File: config.mk
export PLATFORM = sky130hd
export DESIGN_NAME = cr16_controller_flat
export DESIGN_NICKNAME = d
export VERILOG_FILES = /design/src/rtl/cr16_ctrl_pkg.sv /design/src/rtl/cr16_controller_if.sv /design/src/rtl/cr16_controller_cond_eval.sv /design/src/rtl/cr16_controller.sv /design/src/flat_wrapper.sv
export SDC_FILE = /design/constraint.sdc
export NUM_CORES = 1
export LEC_CHECK = 0
export CAP_MARGIN = 20
export CORE_MARGIN = 8
export CORE_UTILIZATION = 40
export DETAILED_ROUTE_END_ITERATION = 12
export GPL_TIMING_DRIVEN = 0
export HOLD_SLACK_MARGIN = 0.02
export PLACE_DENSITY = 0.77
export SYNTH_ARGS = -nofsm -noshare
export SYNTH_HDL_FRONTEND = slang
export SYNTH_HIERARCHICAL = 1
export SYNTH_SLANG_ARGS = --single-unit
File: constraint.sdc
create_clock -name clk -period 5.91 [get_ports clk]
set_clock_uncertainty 0.15 [all_clocks]
set_input_delay 1.182 -clock clk [delete_from_list [all_inputs] [get_ports clk]]
set_output_delay 1.182 -clock clk [all_outputs]
set_load 0.01 [all_outputs]
File: src/rtl/cr16_ctrl_pkg.sv
// Shared encodings for the CR16-subset control unit:
// states, opcodes, condition codes, PSR bits, mux selects.
package cr16_ctrl_pkg;

   localparam int WIDTH     = 16;
   localparam int PSRL      = 5;
   localparam int STATEBITS = 4;

   typedef enum logic [STATEBITS-1:0] {
      S_FETCH   = 4'd0,
      S_FLATCH  = 4'd1,
      S_DECODE  = 4'd2,
      S_EX_R    = 4'd3,
      S_EX_I    = 4'd4,
      S_ALU_WB  = 4'd5,
      S_MOV_WB  = 4'd6,
      S_LD_ADDR = 4'd7,
      S_LD_WAIT = 4'd8,
      S_LD_WB   = 4'd9,
      S_ST      = 4'd10,
      S_BR_EX   = 4'd11,
      S_BR_TAKE = 4'd12,
      S_JMP     = 4'd13,
      S_PC_INC  = 4'd14,
      S_PC_WR   = 4'd15
   } state_e;

   // ALU codes appear both as R-type ext and as immediate-form op
   localparam logic [3:0] OP_RTYPE = 4'b0000;
   localparam logic [3:0] ALU_ADD  = 4'b0101;
   localparam logic [3:0] ALU_SUB  = 4'b1001;
   localparam logic [3:0] ALU_CMP  = 4'b1011;
   localparam logic [3:0] ALU_AND  = 4'b0001;
   localparam logic [3:0] ALU_OR   = 4'b0010;
   localparam logic [3:0] ALU_XOR  = 4'b0011;
   localparam logic [3:0] OP_MOV   = 4'b1101;
   localparam logic [3:0] OP_LDST  = 4'b0100;
   localparam logic [3:0] OP_BCOND = 4'b1100;

   localparam logic [3:0] EXT_MOV   = 4'b1101;
   localparam logic [3:0] EXT_LOAD  = 4'b0000;
   localparam logic [3:0] EXT_STOR  = 4'b0100;
   localparam logic [3:0] EXT_JCOND = 4'b1100;

   localparam logic [3:0] COND_EQ = 4'b0000;
   localparam logic [3:0] COND_NE = 4'b0001;
   localparam logic [3:0] COND_CS = 4'b0010;
   localparam logic [3:0] COND_CC = 4'b0011;
   localparam logic [3:0] COND_HI = 4'b0100;
   localparam logic [3:0] COND_LS = 4'b0101;
   localparam logic [3:0] COND_GT = 4'b0110;
   localparam logic [3:0] COND_LE = 4'b0111;
   localparam logic [3:0] COND_FS = 4'b1000;
   localparam logic [3:0] COND_FC = 4'b1001;
   localparam logic [3:0] COND_LO = 4'b1010;
   localparam logic [3:0] COND_HS = 4'b1011;
   localparam logic [3:0] COND_LT = 4'b1100;
   localparam logic [3:0] COND_GE = 4'b1101;
   localparam logic [3:0] COND_UC = 4'b1110;
   localparam logic [3:0] COND_NV = 4'b1111;

   localparam int PSR_N = 4;
   localparam int PSR_Z = 3;
   localparam int PSR_F = 2;
   localparam int PSR_L = 1;
   localparam int PSR_C = 0;

   localparam logic       PC_RSRC    = 1'b0;
   localparam logic       PC_ALU     = 1'b1;
   localparam logic       MEM_RDEST  = 1'b0;
   localparam logic       MEM_PC     = 1'b1;
   localparam logic [1:0] WD_IMM     = 2'b00;
   localparam logic [1:0] WD_RSRC    = 2'b01;
   localparam logic [1:0] WD_MEM     = 2'b10;
   localparam logic [1:0] WD_ALU     = 2'b11;
   localparam logic [1:0] ALUA_RSRC  = 2'b00;
   localparam logic [1:0] ALUA_PC    = 2'b01;
   localparam logic [1:0] ALUA_IMM   = 2'b10;
   localparam logic [1:0] ALUB_RDEST = 2'b00;
   localparam logic [1:0] ALUB_IMM   = 2'b01;
   localparam logic [1:0] ALUB_ONE   = 2'b10;

   typedef struct packed {
      logic       pc_s;
      logic       mem_s;
      logic [1:0] wd_s;
      logic [1:0] alua_s;
      logic [1:0] alub_s;
      logic       inst_en;
      logic       alu_out_en;
      logic       mem_reg_en;
      logic       pc_en;
      logic       psr_en;
      logic       se_sign;
      logic       reg_wr;
      logic       mem_we;
      logic       force_add;
      logic       illegal;
   } ctrl_t;

   function automatic logic is_alu(input logic [3:0] c);
      return c inside {ALU_ADD, ALU_SUB, ALU_CMP,
                       ALU_AND, ALU_OR, ALU_XOR};
   endfunction

   // Arithmetic ops update flags and take signed immediates
   function automatic logic is_arith(input logic [3:0] c);
      return c inside {ALU_ADD, ALU_SUB, ALU_CMP};
   endfunction

endpackage

File: src/rtl/cr16_controller_if.sv
// Controller <-> datapath bundle: instruction/PSR in,
// selects, enables and strobes out.
interface cr16_controller_if;
   import cr16_ctrl_pkg::*;

   logic [WIDTH-1:0]     instr;
   logic [PSRL-1:0]      psr;
   logic                 pc_s;
   logic                 mem_s;
   logic [1:0]           wd_s;
   logic [1:0]           alua_s;
   logic [1:0]           alub_s;
   logic                 inst_en;
   logic                 alu_out_en;
   logic                 mem_reg_en;
   logic                 pc_en;
   logic                 psr_en;
   logic                 se_sign;
   logic                 reg_wr;
   logic                 mem_we;
   logic                 force_add;
   logic                 illegal;
   logic [STATEBITS-1:0] state;

   modport master (
      input  instr, psr,
      output pc_s, mem_s, wd_s, alua_s, alub_s,
      output inst_en, alu_out_en, mem_reg_en,
      output pc_en, psr_en, se_sign, reg_wr,
      output mem_we, force_add, illegal, state
   );

   modport slave (
      output instr, psr,
      input  pc_s, mem_s, wd_s, alua_s, alub_s,
      input  inst_en, alu_out_en, mem_reg_en,
      input  pc_en, psr_en, se_sign, reg_wr,
      input  mem_we, force_add, illegal, state
   );

endinterface

File: src/rtl/cr16_controller_cond_eval.sv
// Branch/jump condition evaluator: cond code + PSR -> taken.
module cr16_cond_eval
   import cr16_ctrl_pkg::*;
(
   input  logic [3:0]      cond_i,
   input  logic [PSRL-1:0] psr_i,
   output logic            taken_o
);

   logic n, z, f, l, c;

   assign n = psr_i[PSR_N];
   assign z = psr_i[PSR_Z];
   assign f = psr_i[PSR_F];
   assign l = psr_i[PSR_L];
   assign c = psr_i[PSR_C];

   always_comb begin
      taken_o = 1'b0;
      unique case (cond_i)
         COND_EQ: taken_o = z;
         COND_NE: taken_o = !z;
         COND_CS: taken_o = c;
         COND_CC: taken_o = !c;
         COND_HI: taken_o = l;
         COND_LS: taken_o = !l;
         COND_GT: taken_o = n;
         COND_LE: taken_o = !n;
         COND_FS: taken_o = f;
         COND_FC: taken_o = !f;
         COND_LO: taken_o = !l && !z;
         COND_HS: taken_o = l || z;
         COND_LT: taken_o = !n && !z;
         COND_GE: taken_o = n || z;
         COND_UC: taken_o = 1'b1;
         COND_NV: taken_o = 1'b0;
      endcase
   end

endmodule

File: src/rtl/cr16_controller.sv
// Multicycle Moore control FSM for the CR16-subset core;
// one instruction at a time, FETCH to FETCH.
module cr16_controller
   import cr16_ctrl_pkg::*;
(
   input  logic              clk,
   input  logic              reset,
   cr16_controller_if.master bus
);

   state_e     state_q, state_d;
   ctrl_t      ctrl;
   logic [3:0] op, cond, ext;
   logic       taken;
   logic       is_r, is_mov, is_imm, is_movi;
   logic       is_ld, is_st, is_jc, is_bc;
   logic       unused_rsrc;

   assign op          = bus.instr[15:12];
   assign cond        = bus.instr[11:8];
   assign ext         = bus.instr[7:4];
   assign unused_rsrc = ^bus.instr[3:0];

   assign is_r    = (op == OP_RTYPE) && is_alu(ext);
   assign is_mov  = (op == OP_RTYPE) && (ext == EXT_MOV);
   assign is_imm  = is_alu(op);
   assign is_movi = (op == OP_MOV);
   assign is_ld   = (op == OP_LDST) && (ext == EXT_LOAD);
   assign is_st   = (op == OP_LDST) && (ext == EXT_STOR);
   assign is_jc   = (op == OP_LDST) && (ext == EXT_JCOND);
   assign is_bc   = (op == OP_BCOND);

   cr16_cond_eval u_cond (
      .cond_i  (cond),
      .psr_i   (bus.psr),
      .taken_o (taken)
   );

   always_ff @(posedge clk) begin
      if (reset) state_q <= S_FETCH;
      else       state_q <= state_d;
   end

   always_comb begin
      state_d = state_q;
      ctrl    = '0;
      unique case (state_q)
         S_FETCH: begin
            ctrl.mem_s = MEM_PC;
            state_d    = S_FLATCH;
         end
         S_FLATCH: begin
            ctrl.mem_s   = MEM_PC;
            ctrl.inst_en = 1'b1;
            state_d      = S_DECODE;
         end
         S_DECODE: begin
            unique case (1'b1)
               is_r:            state_d = S_EX_R;
               is_imm:          state_d = S_EX_I;
               is_mov, is_movi: state_d = S_MOV_WB;
               is_ld:           state_d = S_LD_ADDR;
               is_st:           state_d = S_ST;
               is_jc: state_d = taken ? S_JMP : S_PC_INC;
               is_bc: state_d = taken ? S_BR_EX : S_PC_INC;
               default: begin
                  ctrl.illegal = 1'b1;
                  state_d      = S_PC_INC;
               end
            endcase
         end
         S_EX_R: begin
            ctrl.alua_s     = ALUA_RSRC;
            ctrl.alub_s     = ALUB_RDEST;
            ctrl.alu_out_en = 1'b1;
            ctrl.psr_en     = is_arith(ext);
            state_d = (ext == ALU_CMP) ? S_PC_INC : S_ALU_WB;
         end
         S_EX_I: begin
            ctrl.alua_s     = ALUA_RSRC;
            ctrl.alub_s     = ALUB_IMM;
            ctrl.alu_out_en = 1'b1;
            ctrl.se_sign    = is_arith(op);
            ctrl.psr_en     = is_arith(op);
            state_d = (op == ALU_CMP) ? S_PC_INC : S_ALU_WB;
         end
         S_ALU_WB: begin
            ctrl.wd_s   = WD_ALU;
            ctrl.reg_wr = 1'b1;
            state_d     = S_PC_INC;
         end
         S_MOV_WB: begin
            ctrl.reg_wr  = 1'b1;
            ctrl.wd_s    = is_movi ? WD_IMM : WD_RSRC;
            ctrl.se_sign = is_movi;
            state_d      = S_PC_INC;
         end
         S_LD_ADDR: begin
            ctrl.mem_s = MEM_RDEST;
            state_d    = S_LD_WAIT;
         end
         S_LD_WAIT: begin
            ctrl.mem_s      = MEM_RDEST;
            ctrl.mem_reg_en = 1'b1;
            state_d         = S_LD_WB;
         end
         S_LD_WB: begin
            ctrl.wd_s   = WD_MEM;
            ctrl.reg_wr = 1'b1;
            state_d     = S_PC_INC;
         end
         S_ST: begin
            ctrl.mem_s  = MEM_RDEST;
            ctrl.mem_we = 1'b1;
            state_d     = S_PC_INC;
         end
         S_BR_EX: begin
            ctrl.alua_s     = ALUA_PC;
            ctrl.alub_s     = ALUB_IMM;
            ctrl.se_sign    = 1'b1;
            ctrl.force_add  = 1'b1;
            ctrl.alu_out_en = 1'b1;
            state_d         = S_BR_TAKE;
         end
         S_BR_TAKE: begin
            ctrl.pc_s  = PC_ALU;
            ctrl.pc_en = 1'b1;
            state_d    = S_FETCH;
         end
         S_JMP: begin
            ctrl.pc_s  = PC_RSRC;
            ctrl.pc_en = 1'b1;
            state_d    = S_FETCH;
         end
         S_PC_INC: begin
            ctrl.alua_s     = ALUA_PC;
            ctrl.alub_s     = ALUB_ONE;
            ctrl.force_add  = 1'b1;
            ctrl.alu_out_en = 1'b1;
            state_d         = S_PC_WR;
         end
         S_PC_WR: begin
            ctrl.pc_s  = PC_ALU;
            ctrl.pc_en = 1'b1;
            state_d    = S_FETCH;
         end
      endcase
      // Reset kills every strobe in the same cycle
      if (reset) ctrl = '0;
   end

   assign bus.pc_s       = ctrl.pc_s;
   assign bus.mem_s      = ctrl.mem_s;
   assign bus.wd_s       = ctrl.wd_s;
   assign bus.alua_s     = ctrl.alua_s;
   assign bus.alub_s     = ctrl.alub_s;
   assign bus.inst_en    = ctrl.inst_en;
   assign bus.alu_out_en = ctrl.alu_out_en;
   assign bus.mem_reg_en = ctrl.mem_reg_en;
   assign bus.pc_en      = ctrl.pc_en;
   assign bus.psr_en     = ctrl.psr_en;
   assign bus.se_sign    = ctrl.se_sign;
   assign bus.reg_wr     = ctrl.reg_wr;
   assign bus.mem_we     = ctrl.mem_we;
   assign bus.force_add  = ctrl.force_add;
   assign bus.illegal    = ctrl.illegal;
   assign bus.state      = reset ? S_FETCH : state_q;

endmodule

File: src/flat_wrapper.sv
// flat-port wrapper written by rule: the top's interface ports become plain ports
module cr16_controller_flat import cr16_ctrl_pkg::*;
  (clk, reset, bus_instr, bus_psr, bus_pc_s, bus_mem_s, bus_wd_s, bus_alua_s, bus_alub_s, bus_inst_en, bus_alu_out_en, bus_mem_reg_en, bus_pc_en, bus_psr_en, bus_se_sign, bus_reg_wr, bus_mem_we, bus_force_add, bus_illegal, bus_state);
  cr16_controller_if bus_i ();
  input  logic clk;
  input  logic reset;
  input wire logic [$bits(bus_i.instr)-1:0] bus_instr;
  input wire logic [$bits(bus_i.psr)-1:0] bus_psr;
  output wire logic [$bits(bus_i.pc_s)-1:0] bus_pc_s;
  output wire logic [$bits(bus_i.mem_s)-1:0] bus_mem_s;
  output wire logic [$bits(bus_i.wd_s)-1:0] bus_wd_s;
  output wire logic [$bits(bus_i.alua_s)-1:0] bus_alua_s;
  output wire logic [$bits(bus_i.alub_s)-1:0] bus_alub_s;
  output wire logic [$bits(bus_i.inst_en)-1:0] bus_inst_en;
  output wire logic [$bits(bus_i.alu_out_en)-1:0] bus_alu_out_en;
  output wire logic [$bits(bus_i.mem_reg_en)-1:0] bus_mem_reg_en;
  output wire logic [$bits(bus_i.pc_en)-1:0] bus_pc_en;
  output wire logic [$bits(bus_i.psr_en)-1:0] bus_psr_en;
  output wire logic [$bits(bus_i.se_sign)-1:0] bus_se_sign;
  output wire logic [$bits(bus_i.reg_wr)-1:0] bus_reg_wr;
  output wire logic [$bits(bus_i.mem_we)-1:0] bus_mem_we;
  output wire logic [$bits(bus_i.force_add)-1:0] bus_force_add;
  output wire logic [$bits(bus_i.illegal)-1:0] bus_illegal;
  output wire logic [$bits(bus_i.state)-1:0] bus_state;
  assign bus_i.instr = bus_instr;
  assign bus_i.psr = bus_psr;
  assign bus_pc_s = bus_i.pc_s;
  assign bus_mem_s = bus_i.mem_s;
  assign bus_wd_s = bus_i.wd_s;
  assign bus_alua_s = bus_i.alua_s;
  assign bus_alub_s = bus_i.alub_s;
  assign bus_inst_en = bus_i.inst_en;
  assign bus_alu_out_en = bus_i.alu_out_en;
  assign bus_mem_reg_en = bus_i.mem_reg_en;
  assign bus_pc_en = bus_i.pc_en;
  assign bus_psr_en = bus_i.psr_en;
  assign bus_se_sign = bus_i.se_sign;
  assign bus_reg_wr = bus_i.reg_wr;
  assign bus_mem_we = bus_i.mem_we;
  assign bus_force_add = bus_i.force_add;
  assign bus_illegal = bus_i.illegal;
  assign bus_state = bus_i.state;
  cr16_controller u_core (.clk(clk), .reset(reset), .bus(bus_i));
endmodule
After elaboration in Yosys (flattened, before gate mapping)
Cells that the tools add are included.
{"block": "word_totals", "wordCells": 105, "in_bits": 23, "ff_bits": 4, "output_inout_bits": 22}
{"block": "op_classes", "mux": 25, "reduce_logical": 31, "eq_ne": 48}
{"cell": "4-bit equality test (second input constant)", "count": 24}
{"cell": "4-bit by 3-bit equality test with 1-bit output (second input constant)", "count": 12}
{"cell": "4-bit one-hot mux with 11 select lines", "count": 1}
{"cell": "4-bit by 2-bit equality test with 1-bit output (second input constant)", "count": 8}
{"cell": "4-bit one-hot mux with 7 select lines", "count": 1}
{"cell": "18-bit 2-to-1 mux", "count": 1}
{"cell": "4-bit by 1-bit equality test with 1-bit output (second input constant)", "count": 4}
{"cell": "4-bit zero test", "count": 4}
{"cell": "1-bit one-hot mux with 16 select lines", "count": 1}
{"cell": "1-bit 2-to-1 mux", "count": 12}
{"cell": "4-bit 2-to-1 mux", "count": 3}
{"cell": "6-bit nonzero test", "count": 2}
{"cell": "3-bit one-hot mux with 3 select lines", "count": 1}
{"cell": "2-bit OR reduction", "count": 4}
{"cell": "4-bit OR reduction", "count": 2}
{"cell": "8-bit OR reduction", "count": 1}
{"cell": "1-bit logical AND", "count": 7}
{"cell": "2-bit one-hot mux with 3 select lines", "count": 1}
{"cell": "3-bit nonzero test", "count": 2}
{"cell": "3-bit OR reduction", "count": 2}
{"cell": "1-bit zero test", "count": 5}
{"cell": "3-bit 2-to-1 mux", "count": 1}
{"cell": "1-bit one-hot mux with 3 select lines", "count": 1}
{"cell": "1-bit logical OR", "count": 2}
{"cell": "2 further kinds", "count": 2}

Depth between registers and ports, before layout
Gate-level depths: netlist of run 1.
{"block": "depth", "word_depth": 7, "depth_mapped": 9, "depth_no_buf": 8}

Modules after synthesis
The synthesis of run 1 kept the hierarchy.
{"module": "cr16_controller", "area_each_um2": 845.8, "cells_each": 130, "seq_area_each_um2": 80.1, "n_inst": 1}
{"module": "cr16_cond_eval", "area_each_um2": 183.9, "cells_each": 23, "seq_area_each_um2": 0.0, "n_inst": 1}

Least setup slack after synthesis of run 1
Ideal clock, no wire load.
{"block": "synth_timing", "kind": "input to output", "startpoint": "input bus_instr[7]", "endpoint": "output bus_psr_en", "path_buffers": 1, "slack_ps": 2472, "arrival_time_ps": 2106, "stages": 5, "required_time_ps": 4578, "path_cell_list": "buf_2 -> nor2b_1 -> a21oi_1 -> or3_1 -> a21oi_1"}
{"block": "synth_between", "elab_chain_cells": 4, "elab_cells_between_ends": 6, "cone_classes": "eq/ne: 3; mux: 2; reduce/logical: 1"}
{"element": "start: declaration", "line": "flat_wrapper.sv:7", "text": "input wire logic [$bits(bus_i.instr)-1:0] bus_instr;"}
{"element": "4-bit by 3-bit equality test with 1-bit output or 4-bit equality test (tied branches)", "line": "cr16_ctrl_pkg.sv:108", "text": "return c inside {ALU_ADD, ALU_SUB, ALU_CMP};"}
{"element": "3-bit nonzero test (*)", "line": "cr16_ctrl_pkg.sv:108"}
{"element": "1-bit one-hot mux with 2 select lines (*)", "line": "cr16_controller.sv:47", "text": "unique case (state_q)"}
{"element": "18-bit 2-to-1 mux (*)", "line": "cr16_controller.sv:149", "text": "if (reset) ctrl = '0;"}
{"element": "end: declaration", "line": "flat_wrapper.sv:18", "text": "output wire logic [$bits(bus_i.psr_en)-1:0] bus_psr_en;"}
Mark *: on every way between the ends. The rest lies on a longest branch, timed or not.

Final worst setup path of run 1
{"block": "layout_timing", "startpoint": "input bus_instr[14]", "endpoint": "output bus_se_sign"}
{"block": "layout_between", "elab_chain_cells": 4, "elab_cells_between_ends": 7, "cone_classes": "eq/ne: 4; mux: 2; reduce/logical: 1"}
{"element": "4-bit by 3-bit equality test with 1-bit output or 4-bit equality test (tied branches)", "line": "cr16_ctrl_pkg.sv:108"}
{"element": "3-bit nonzero test", "line": "cr16_ctrl_pkg.sv:108"}
{"element": "1-bit one-hot mux with 3 select lines (*)", "line": "cr16_controller.sv:47"}
{"element": "18-bit 2-to-1 mux (*)", "line": "cr16_controller.sv:149"}
{"element": "end: declaration", "line": "flat_wrapper.sv:19", "text": "output wire logic [$bits(bus_i.se_sign)-1:0] bus_se_sign;"}
Marked as above.

==> impl_metrics.toml, run 1 <==
[finish]
syn_to_final_growth_pct = 39.9
drive_above_1_share_pct = 11.0
final-seq-area_um2 = 80.1
multiInputGateArea_um2 = 838
final_core_util_pct = 58.7
largest_reg_flops = 4
top_regs = "u_core/state_q (4)"
antenna_cells = 0
nFillCells = 257
largest-register = "u_core/state_q"
postLayoutCellArea_um2 = 1440
fin_nets = 216

[synthesis]
ys_warn_count = 6
netlist_instances = 153
synth_fa_ha_area_share_pct = 0
synth_edf_count = 0
synth_seq_area_share_pct = 7.78
ys_ff_latch = 4
synth-compound-area-share_pct = 31.2
synth_top_family_by_area = "simple AND/OR/NAND/NOR gates"
avgSynthCellArea_um2 = 6.73
synthMuxAreaShare_pct = 1.94
synth_nets = 176
synth_top_flop_cell = "dfxtp_1"
ys_types = 52
synthSimpleGateAreaFrac_pct = 44.5
netlist_area_um2 = 1030
synth_xor_area_share_pct = 3.40
postSynth.asyncResetShare_pct = 0

[worst_setup_path]
worstSetupPathType = "in2out"
endpoint_kind = "output pin"
critical_path.max_fanout = 10
cpMostUsedCell = "clkdlybuf4s50_1"
cp.arrival_ns = 3.16
path_cells = "clkdlybuf4s50_1 -> buf_2 -> nor3b_1 -> o2111ai_1 -> a221oi_1 -> clkdlybuf4s50_1"
critical_path_required_ns = 4.58
max_stage_delay_ns = 0.59
cp-start-kind = "input pin"
r2r_cells = 5
cp_slowest_cell = "clkdlybuf4s50_1"

[drt]
wirelength_um = 3300
drtAntennaViolNets = 0
drt_first_iter_violations = 69
drc = 0
via_per_inst = 5.90
dr_total_vias = 1303
routedWlPerCell_um = 14.9
first_pass_iters = 4

[die]
die_area_um2 = 4450
start_util_pct = 41.9
rows = 18
core_um2 = 2450
die_y_um = 66.7
io_pins = 45
die_w_um = 66.7

[timing]
finalSetupViolCount = 0
finalCritPeriodShare_pct = 76.0
rsz0062_at_grt = "no"
setup_tns_ns = 0
slew_viol_final = 0
period_needed_ns = 4.49
fmax_ghz = 0.223
hold_viol_final = 0

[global_routing]
overflow = 0
grt_max_degree = 11
grt_pass1_wl_um = 5720
grt.total_usage_pct = 15.6
antenna_found_initial = 0
grt_pass1_vias = 1291

[clock_tree]
postCtsResizedCells = 0
ctsRootBufferMaster = "clkbuf_4"
clock-sinks = 4
worst_skew_pair.late_latency_ns = 0.23
cts_made_buffers = 3
clock_path_buffers = 2
clk_pin_slew_worst_paths_ns = 0.03
htreeDepth = 1
post_cts_buffers = 0
cts_tree = "built"
cts_hold_buf = 0

[pwr]
leakagePower_nw = 0.517
ir_worst_vdd_mv = 0.137
p_total_mw = 0.231
pwr_density_cell_nw_per_um2 = 160

[flow_run]
drv_cap = 0

[worst_hold_path]
hold-path-cell-count = 4
hp-class = "reg2reg"

[placement]
dpl_cell_area_um2 = 1420
hpwl_um = 2710
routabilityCongestion = 0.889
io_buffers = 35

[outcome]
status = "finished, final reports clean"
==> final timing paths <==
check / start / end / slack (ns)
min: u_core/state_q[0] / u_core/state_q[0] / 0.65
min reg2reg: u_core/state_q[0] / u_core/state_q[0] / 0.65
max reg2reg: u_core/state_q[3] / u_core/state_q[0] / 4.46
max: bus_instr[14] / bus_se_sign / 1.42
==> kinds of logic (layout without fill, tap and decap cells) <==
kind of cell | Yosys count | in the layout
AO/OA/AOI/OAI | 45 | 45
XOR/XNOR | 4 | 4
buffers and inverters | 21 | 59
flip-flops | 4 | 4
multiplexers | 2 | 2
other | 1 | 1
AND/OR/NAND/NOR | 76 | 76
==> Yosys cell counts, types with 3 or more instances <==
master | number | area share, %
nor2_1 | 13 | 4.7
nor3_1 | 10 | 4.9
a31oi_1 | 3 | 1.8
dfxtp_1 | 4 | 7.8
nor2b_1 | 4 | 2.4
a21o_1 | 4 | 2.9
o22ai_1 | 4 | 2.4
a21oi_1 | 8 | 3.9
inv_1 | 7 | 2.6
nand4b_1 | 3 | 2.6
nand2_1 | 9 | 3.3
nand3_1 | 7 | 3.4
xnor2_1 | 3 | 2.6
o31ai_1 | 4 | 2.9
o21ai_0 | 6 | 2.9
buf_2 | 8 | 3.9
nand2b_1 | 9 | 5.5
==> final cells by class <==
| type | instances | share of cell area, % |
|---|---|---|
| Clock buffer | 3 | 1.56 |
| Timing Repair Buffer | 35 | 24.3 |
| Buffer | 14 | 5.91 |
| Inverter | 7 | 1.82 |
| Sequential cell | 4 | 5.56 |
| Tap cell | 30 | 2.61 |
| Multi-Input combinational cell | 128 | 58.2 |
==> through the flow <==
stage / setup slack [ns] / hold slack [ns] / cells
finish: 1.42 / 0.651 / 221
global route: 1.21 / 0.727 / 221
CTS: 1.41 / 0.656 / 221
detailed placement: 1.40 / 0.647 / 218
global placement: 1.45 / 0.644 / 218
floorplan: 2.47 / 0.526 / 153
==> cells in the final DEF, fill, tap and decap left out, types with 2 or more instances in the layout <==
| cell type | n |
|---|---|
| xnor2_1 | 3 |
| buf_4 | 2 |
| nand3_1 | 7 |
| clkbuf_1 | 2 |
| mux2i_1 | 2 |
| a21o_1 | 4 |
| and3_1 | 2 |
| nor3_1 | 10 |
| nor2_1 | 13 |
| o31ai_1 | 4 |
| o2111ai_1 | 2 |
| nand2b_1 | 9 |
| o21ai_0 | 6 |
| clkbuf_4 | 3 |
| nand4b_1 | 3 |
| nand2_1 | 9 |
| nor3b_1 | 2 |
| o22ai_1 | 4 |
| or2_1 | 2 |
| a21oi_1 | 8 |
| and2b_1 | 2 |
| a31oi_1 | 3 |
| or3_1 | 2 |
| a221oi_1 | 2 |
| inv_1 | 7 |
| clkdlybuf4s50_1 | 35 |
| dfxtp_1 | 4 |
| nor2b_1 | 4 |
| buf_6 | 2 |
| nor4_1 | 2 |
| buf_2 | 8 |
==> per-layer routing <==
metal / vias to the layer above / track usage (%) / routed length (um)
met5: - / 0 / 0
met4: 0 / 6.67 / 42
met3: 4 / 2.68 / 238
met2: 42 / 26.9 / 1590
met1: 605 / 18.3 / 1430
li1: 652 / - / -
==> report_power, final <==
group,leakage [nW],switching (mW),internal [mW]
logic,0.470,0.0864,0.0723
registers,0.0328,0.00614,0.0324
clock network,0.0138,0.0106,0.0227
==> critical path: cells and delay by family <==
family,cells,cell delay (ns)
simple gates,1,0.21
buf+inv,3,1.29
compound gates,2,0.49
Note: power is estimated with default switching activity, not from simulation.
==> run 2, diff against run 1 <==
==> constraint.sdc (replaced) <==
create_clock -name clk -period 4.43 [get_ports clk]
set_clock_uncertainty 0.15 [all_clocks]
set_input_delay 0.886 -clock clk [delete_from_list [all_inputs] [get_ports clk]]
set_output_delay 0.886 -clock clk [all_outputs]
set_load 0.01 [all_outputs]
==> results of run 2 <==
The final DEF is identical to that of run 1. Status: finished, final reports clean.
Among the figures that moved: setup slack after placement 1.40 ns -> 0.511 ns; setup slack after layout 1.42 ns -> 0.529 ns; register-to-register setup slack 4.46 ns -> 2.98 ns; total power 0.231 mW -> 0.308 mW; worst IR drop on VDD 0.137 mV -> 0.183 mV
==> run 3, diff against run 2 <==
--- a/config.mk
+++ b/config.mk
@@ -6,12 +6,13 @@
 export NUM_CORES = 1
 export LEC_CHECK = 0
 export CAP_MARGIN = 20
-export CORE_MARGIN = 8
+export CORE_MARGIN = 3
 export CORE_UTILIZATION = 40
 export DETAILED_ROUTE_END_ITERATION = 12
 export GPL_TIMING_DRIVEN = 0
 export HOLD_SLACK_MARGIN = 0.02
 export PLACE_DENSITY = 0.77
+export SKIP_CTS_REPAIR_TIMING = 1
 export SYNTH_ARGS = -nofsm -noshare
 export SYNTH_HDL_FRONTEND = slang
 export SYNTH_HIERARCHICAL = 1
==> run 3 against run 2 <==
Non-clock buffer count unchanged. Total power decreased by 0.89%. Sequential cell count unchanged. Cell count is 0.90% lower. Combinational power barely moved. Highest routed layer unchanged.
==> impl_metrics.toml, run 3 (synthesized netlist as in run 1, its figures left out) <==
[pwr]
leakagePower_nw = 0.517
seqPwrFrac_pct = 16.9
power_switching_mw = 0.135
ir_worst_vdd_mv = 0.141
pwr_density_cell_nw_per_um2 = 212
p_int_mw = 0.170
swShare_pct = 44.3
combPwrFrac_pct = 69.0
clockPowerShare_pct = 14.1

[clock_tree]
clock-sinks = 4
cts_tree = "built"
clock_path_buffers = 2
htreeDepth = 1
cts_made_buffers = 3
ctsRootBufferMaster = "clkbuf_4"
worst_skew_pair.late_latency_ns = 0.23
clk_pin_slew_worst_paths_ns = 0.03

[worst_setup_path]
cp_num_buf_inv = 3
cp.arrival_ns = 2.83
critPathLaunch = "bus_instr[14]"
cpMostUsedCell = "clkdlybuf4s50_1"
cp_slowest_cell = "clkdlybuf4s50_1"
timing.rr.start = "u_core/state_q[2]"
max_stage_delay_ns = 0.58
worstSetupPathType = "in2out"
cp-start-kind = "input pin"
r2r_slack_ns = 2.97
critical_path.max_fanout = 10
path_cells = "clkdlybuf4s50_1 -> buf_2 -> nand4b_1 -> o31ai_1 -> nand2_1 -> a221oi_1 -> clkdlybuf4s50_1"
endpoint_kind = "output pin"
critical_path_required_ns = 3.39
path_delay_family = "buffers and inverters"

[global_routing]
overflow = 0
grt_max_degree = 11
grt_pass1_wl_um = 4970
antenna_found_initial = 0
grt_pass1_vias = 1159
grt.total_usage_pct = 18.3

[finish]
nFillCells = 215
final_cell_mix = "clkdlybuf4s50_1 (35), nor2_1 (13), nor3_1 (10)"
largest_reg_flops = 4
final_common_cell = "clkdlybuf4s50_1"
fin_nets = 216
antenna_cells = 0
top_regs = "u_core/state_q (4)"
drive_above_1_share_pct = 11.0
largest-register = "u_core/state_q"
syn_to_final_growth_pct = 39.6

[timing]
layout_setup_ws_ns = 0.569
slew_viol_final = 0
rsz0062_at_grt = "no"
fmax_ghz = 0.259
hold_viol_final = 0
finalSetupViolCount = 0
finalCritPeriodShare_pct = 87.2
hold_ws_ns = 0.662
period_needed_ns = 3.86
setup_tns_ns = 0

[drt]
first_pass_iters = 4
dr_total_vias = 1302
drt_first_iter_violations = 54
wirelength_um = 3060
drtAntennaViolNets = 0
routedWlPerCell_um = 14.0
drc = 0
via_per_inst = 5.95

[flow_run]
drv_cap = 0

[placement]
place_ws_ns = 0.571
hpwl_um = 2420
io_buffers = 35
routabilityCongestion = 0.921

[outcome]
status = "finished, final reports clean"

[worst_hold_path]
hp-class = "reg2reg"
min_from = "u_core/state_q[0]"

[die]
io_pins = 45
rows = 17
start_util_pct = 44.4
die_area_um2 = 3220
die_w_um = 56.7
core_um2 = 2320
die_y_um = 56.7
run 3: final cells by class:
class / instances / area, um2 / share of cell area [%]
Multi-Input combinational cell: 128 / 838 / 58.3
Sequential cell: 4 / 80.1 / 5.57
Clock buffer: 3 / 22.5 / 1.57
Buffer: 14 / 85.1 / 5.92
Tap cell: 28 / 35.0 / 2.44
Timing Repair Buffer: 35 / 350 / 24.4
Inverter: 7 / 26.3 / 1.83
run 3: power by group through the flow:
stage / Clock (mW) / Combinational, mW / Sequential (mW)
3_5_place_dp: 0 / 0.206 / 0.0520
3_3_place_gp: 0 / 0.203 / 0.0512
6_report: 0.0428 / 0.210 / 0.0516
2_1_floorplan: 0 / 0.138 / 0.0493
5_1_grt: 0.0485 / 0.229 / 0.0521
4_1_cts: 0.0448 / 0.207 / 0.0514
run 3: tightest hold or removal path, delay by kind of cell (launching register included):
| kind | cells | cell delay, ns |
|---|---|---|
| AOI/OAI and AO/OA | 1 | 0.06 |
| DFF | 1 | 0.31 |
| buffers and inverters | 1 | 0.08 |
| and+or+nand+nor | 2 | 0.30 |
run 3: final timing paths:
check | endpoint | cells past startpoint
worst min register to register | u_core/state_q[0] | 4
worst min-delay path | u_core/state_q[0] | 4
worst max register to register | u_core/state_q[3] | 5
worst max-delay path | bus_se_sign | 7
run 3: per-stage QoR:
step / std cells / power, mW / util, % / cell area (um2)
3_3_place_gp: 216 / 0.254 / 61.0 / 1420
2_1_floorplan: 153 / 0.187 / - / 1030
5_1_grt: 219 / 0.330 / 62.0 / 1440
6_report: 219 / 0.305 / 62.0 / 1440
3_5_place_dp: 216 / 0.258 / 61.0 / 1420
4_1_cts: 219 / 0.303 / 62.0 / 1440
run 3: per-layer routing:
metal,wire [um],track usage (%),vias up
li1,-,-,648
met5,0,0,-
met3,266,1.84,5
met1,1280,22.2,582
met2,1480,33.3,67
met4,34,5.96,0
